--- config.mk ---
export PLATFORM = sky130hd
export DESIGN_NAME = man_link_ctrl
export DESIGN_NICKNAME = d
export VERILOG_FILES = /design/src/rtl/man_link_ctrl.sv
export SDC_FILE = /design/constraint.sdc
export NUM_CORES = 1
export LEC_CHECK = 0
export CELL_PAD_IN_SITES_DETAIL_PLACEMENT = 0
export CELL_PAD_IN_SITES_GLOBAL_PLACEMENT = 1
export CORE_ASPECT_RATIO = 1.1
export CORE_UTILIZATION = 46
export CTS_CLUSTER_SIZE = 20
export DETAILED_ROUTE_END_ITERATION = 16
export MAX_ROUTING_LAYER = met4
export PLACE_DENSITY_LB_ADDON = 0.25
export RECOVER_POWER = 50
export SLEW_MARGIN = 10
export SYNTH_ARGS = -nofsm -noshare
export SYNTH_HDL_FRONTEND = slang
export SYNTH_SLANG_ARGS = --single-unit
--- constraint.sdc ---
create_clock -name clk_in -period 3.8 [get_ports clk_in]
set_input_delay 0.38 -clock clk_in [delete_from_list [all_inputs] [get_ports clk_in]]
set_output_delay 0.38 -clock clk_in [all_outputs]
set_load 0.03 [all_outputs]
--- src/rtl/man_link_ctrl.sv ---
// rtl/man_link_ctrl.sv - sequencer for the 16-bit SPI-to-Manchester loopback link
//
// Queues SPI words, launches them one at a time into the Manchester encoder,
// waits for the decoded echo (or a deadline), then holds off for a gap.
//
// Ports:
//   clk_in      system clock
//   rst         asynchronous active-high reset
//   rx_flag     pulse: rx_data carries a new SPI word
//   rx_data     SPI received word
//   enc_busy    encoder is transmitting
//   enc_start   pulse: launch enc_data into the encoder
//   enc_data    word being encoded, held until the next launch
//   dec_valid   pulse: dec_data carries a decoded word
//   dec_data    decoded word
//   tx_data     word returned on the next SPI transaction
//   resp_ok     pulse: a response was captured into tx_data
//   timeout     pulse: deadline expired, tx_data loaded with ERR_WORD
//   fifo_full   command queue holds DEPTH words
//   fifo_empty  command queue holds no words
//   drop_cnt    saturating count of words dropped on a full queue
//   busy        sequencer is not idle
`timescale 1ns/1ps
module man_link_ctrl #(
    parameter int          DEPTH        = 4,
    parameter int          GAP_CYC      = 36,
    parameter int          RESP_TIMEOUT = 2400,
    parameter logic [15:0] ERR_WORD     = 16'hDEAD
) (
    input  logic        clk_in,
    input  logic        rst,
    input  logic        rx_flag,
    input  logic [15:0] rx_data,
    input  logic        enc_busy,
    output logic        enc_start,
    output logic [15:0] enc_data,
    input  logic        dec_valid,
    input  logic [15:0] dec_data,
    output logic [15:0] tx_data,
    output logic        resp_ok,
    output logic        timeout,
    output logic        fifo_full,
    output logic        fifo_empty,
    output logic [7:0]  drop_cnt,
    output logic        busy
);

    localparam int AW   = $clog2(DEPTH);
    localparam int CMAX = (RESP_TIMEOUT > GAP_CYC) ? RESP_TIMEOUT : GAP_CYC;
    localparam int CW   = $clog2(CMAX + 1);

    typedef enum logic [1:0] {IDLE, LAUNCH, ACTIVE, GAP} state_t;

    state_t        state, state_nx;
    logic [15:0]   mem [DEPTH];
    logic [AW-1:0] wr_ptr, rd_ptr;
    logic [AW:0]   count, count_nx;
    logic [CW-1:0] cnt;
    logic          got;
    logic [15:0]   resp;
    logic          push, pop;
    logic          cap;
    logic [15:0]   resp_word;

    // Full-ness is the registered flag, so a write while full is dropped
    // even if a launch frees a slot in the same cycle.
    assign push = rx_flag && !fifo_full;
    assign pop  = (state == LAUNCH);
    assign busy = (state != IDLE);

    // Only the first decoded word of a frame is kept.
    assign cap       = (state == ACTIVE) && dec_valid && !got;
    // A word arriving in the exit cycle is forwarded directly.
    assign resp_word = got ? resp : dec_data;

    always_comb begin
        count_nx = count;
        if (push && !pop)
            count_nx = count + 1'b1;
        else if (pop && !push)
            count_nx = count - 1'b1;
    end

    always_comb begin
        state_nx  = state;
        enc_start = 1'b0;
        resp_ok   = 1'b0;
        timeout   = 1'b0;
        case (state)
            IDLE: begin
                if (!fifo_empty && !enc_busy)
                    state_nx = LAUNCH;
            end
            LAUNCH: begin
                enc_start = 1'b1;
                state_nx  = ACTIVE;
            end
            ACTIVE: begin
                if ((got || dec_valid) && !enc_busy) begin
                    resp_ok  = 1'b1;
                    state_nx = GAP;
                end else if (cnt == CW'(RESP_TIMEOUT - 1)) begin
                    timeout  = 1'b1;
                    state_nx = GAP;
                end
            end
            GAP: begin
                if (cnt == CW'(GAP_CYC - 1))
                    state_nx = IDLE;
            end
            default: state_nx = IDLE;
        endcase
    end

    // Queue storage carries no reset; occupancy is tracked by the pointers.
    always_ff @(posedge clk_in) begin
        if (push)
            mem[wr_ptr] <= rx_data;
    end

    always_ff @(posedge clk_in or posedge rst) begin
        if (rst) begin
            state      <= IDLE;
            wr_ptr     <= '0;
            rd_ptr     <= '0;
            count      <= '0;
            fifo_full  <= 1'b0;
            fifo_empty <= 1'b1;
            drop_cnt   <= '0;
            enc_data   <= '0;
            tx_data    <= '0;
            cnt        <= '0;
            got        <= 1'b0;
            resp       <= '0;
        end else begin
            state      <= state_nx;
            count      <= count_nx;
            fifo_full  <= (count_nx == (AW+1)'(DEPTH));
            fifo_empty <= (count_nx == '0);
            if (push)
                wr_ptr <= wr_ptr + 1'b1;
            if (pop)
                rd_ptr <= rd_ptr + 1'b1;
            if (rx_flag && fifo_full && drop_cnt != 8'hFF)
                drop_cnt <= drop_cnt + 1'b1;

            // Head word is presented on the edge entering LAUNCH so that it
            // is already valid while enc_start is high.
            if (state == IDLE && state_nx == LAUNCH)
                enc_data <= mem[rd_ptr];

            if (cap)
                resp <= dec_data;

            case (state)
                LAUNCH: begin
                    cnt <= '0;
                    got <= 1'b0;
                end
                ACTIVE: begin
                    if (dec_valid)
                        got <= 1'b1;
                    if (resp_ok || timeout)
                        cnt <= '0;
                    else
                        cnt <= cnt + 1'b1;
                end
                GAP:     cnt <= cnt + 1'b1;
                default: cnt <= '0;
            endcase

            if (resp_ok)
                tx_data <= resp_word;
            else if (timeout)
                tx_data <= ERR_WORD;
        end
    end

endmodule

==> results.cfg <==
[timing]
hold_violations = 0
fmax_ghz = 0.342
worst_hold_slack_ns = 0.486
slew_viol_final = 68
skew_ns = 0.00815
period_needed_ns = 2.92
worst_slew_pin_slew_ns = 1.86
slew_headroom_pct = -23.7
setup_viol = 0
setup_tns_ns = 0
fin_ws_ns = 0.878
period_share_pct = 76.9
rsz0062_at_grt = no

[routing]
dr.first_iter.drc_count = 138
ant_nets = 0
drtPass1Iterations = 4
wl_per_cell_um = 17.1
viasPerCell = 5.29
remaining_drc_errors = 0
totalWireLength_mm = 10.8
vias = 3334

[clocking]
numCtsBuffers = 17
cts_tree = built
cts_root_buffer = clkbuf_16
postCtsHoldBufs = 0
h-tree-depth = 4
clock_sinks = 144
postCtsSetupBuffers = 0
clockBufferDepth = 2
cts-resized-gates = 0
clk_latency_ns = 0.42
clk_pin_slew_ns = 0.06

[finish]
fin_area_mm2 = 0.00749
final_nets = 505
diodes = 0
areaGrowthSynthToFinish_pct = 25.9
drive_gt1_share_pct = 21.4
fin_cells = 630
post-route-util_pct = 59.5

[die]
num_rows = 43
dieArea_mm2 = 0.0134
die_h_um = 121
die_w_um = 110
ios = 83
initial_core_util_pct = 47.3
core_area_mm2 = 0.0126

[critical_path]
rr_startpoint = state[0]
worstSetupStartpoint = cnt[0]
cpMaxStageDelayCell = clkdlybuf4s50_1
crit_path_cell_trace = ha_1 > nand4_1 > or4_4 > nor2_1 > clkdlybuf4s50_1
worstSetupEndpointType = output port
critical_path_class = flop to output port
critical_path.max_fanout = 5
required_ns = 3.42
critPathArrivalTime_ns = 2.54
slowest_delay_ns = 0.68
start_kind = flop

[logic_synthesis]
syn_nets = 412
ys.warnings.count = 0
syn_inst = 367
synth_edf_count = 64
seq_area_frac_synth_pct = 66.0
ys_types = 54
syn_area_mm2 = 0.00595
avgSynthCellArea_um2 = 16.2
ys_ff_latch = 144
synth_flop_cell = dfrtp_1
ys_async_sr_fraction_pct = 55.6

[global_routing]
antenna_found_initial = 0
first_global_vias = 3446
grt.overflow.total = 0
grt_pass1_wl_mm = 18.1
grt_max_degree = 34
track_usage_pct = 18.3

[placement]
post-dp-hpwl_mm = 7.17
gp_congestion = 0.806
pre_cts_slack_ns = 1.08
dp_cells = 598
place_area_mm2 = 0.00693
port_buffers = 82

[power]
finalPower_mw = 6.23
ir_drop_mv = 0.402
power-per-cell-area_mw_per_mm2 = 831
p_leak_nw = 2.91

[status]
violations = capacitance limit, slew limit
outcome = finished with violations

[min_path]
min_path_type = flop to flop
worstHoldStart = drop_cnt[6]

[flow_run]
drv_cap = 2
placed cells by master (no fill, tap or decap), types with 6 or more instances in the layout:
master | netlist | layout
nor2_1 | 20 | 20
nand3_1 | 7 | 7
mux2_2 | 33 | 33
nand4_1 | 6 | 6
clkdlybuf4s50_1 | 0 | 64
ha_1 | 8 | 8
mux2i_1 | 16 | 16
clkbuf_16 | 0 | 17
edfxtp_1 | 64 | 64
mux4_2 | 16 | 16
inv_1 | 7 | 7
dfrtp_1 | 79 | 79
xnor2_1 | 16 | 16
nand2_1 | 13 | 13
a2bb2oi_2 | 10 | 10
dlygate4sd3_1 | 0 | 18
metal layers:
| metal | part of all wire (%) | vias to the layer above | global-route usage [%] | wire length [um] |
|---|---|---|---|---|
| met5 | 0 | - | - | 0 |
| met4 | 1.2 | 0 | 6.50 | 125 |
| met3 | 3.5 | 11 | 4.75 | 374 |
| met2 | 50 | 71 | 29.6 | 5380 |
| met1 | 45 | 1688 | 22.4 | 4890 |
| li1 | - | 1564 | - | - |
logic make-up after synthesis:
group	after synthesis	synth area share, %
flops	144	66.0
xor+xnor	21	3.09
buf+inv	23	2.06
compound gates	29	5.09
simple gates	77	7.11
fa+ha+maj	8	1.68
mux	65	15.0
sequential cells by signal, summed over array words and instances (netlist names):
name / cells
drop_cnt: 8
rd_ptr: 2
mem: 64
fifo_empty: 1
fifo_full: 1
tx_data: 16
got: 1
wr_ptr: 2
cnt: 12
resp: 16
enc_data: 16
count: 3
state: 2
synth_stat cells, types with 2 or more instances:
cell type	number	share of area [%]
or4_1	2	0.25
inv_1	7	0.44
mux4_2	16	6.1
mux2_2	33	6.2
buf_6	3	0.57
dfrtp_1	79	33
clkbuf_1	3	0.19
nor3_1	2	0.17
o2bb2ai_1	5	0.74
ha_1	8	1.7
nand2_1	13	0.82
edfxtp_1	64	32
nand4_1	6	0.63
nand2b_1	4	0.42
a2bb2oi_1	2	0.29
o21ai_0	2	0.17
and2_1	4	0.42
nand3_1	7	0.59
mux2i_1	16	2.7
xnor2_1	16	2.4
nor4_1	2	0.21
buf_2	7	0.59
xor2_1	5	0.74
and3_1	3	0.32
nor2_1	20	1.3
a2bb2oi_2	10	2.5
report_power, final:
group / internal (mW) / switching [mW] / leakage (nW) / total (mW)
Sequential: 2.13 / 0.311 / 1.56 / 2.44
Clock: 0.988 / 0.629 / 0.273 / 1.62
Combinational: 1.07 / 1.11 / 1.07 / 2.17
critical path: cells and delay by family (launching register included):
kind / cells / cell delay [ns]
buf+inv: 1 / 0.68
simple gates: 3 / 0.81
fa+ha+maj: 1 / 0.26
flops: 1 / 0.39
worst paths after layout:
kind | to | slack, ns | cells after the start
worst max-delay path | timeout | 0.88 | 5
worst min-delay path | drop_cnt[6] | 0.49 | 1
worst max register to register | resp[5] | 1.57 | 4
worst min register to register | drop_cnt[6] | 0.49 | 1
max in group asynchronous | cnt[6] | 1.17 | 3
min in group asynchronous | tx_data[2] | 0.51 | 2
cell type report:
class	instances	area, um2
clock buffer	20	447
clock inverter	12	134
fill	1013	5100
inverter	8	31.3
multi-input combinational	200	1890
sequential	144	3930
tap	157	196
timing repair buffer	89	866
(Power assumes the default switching activity.)
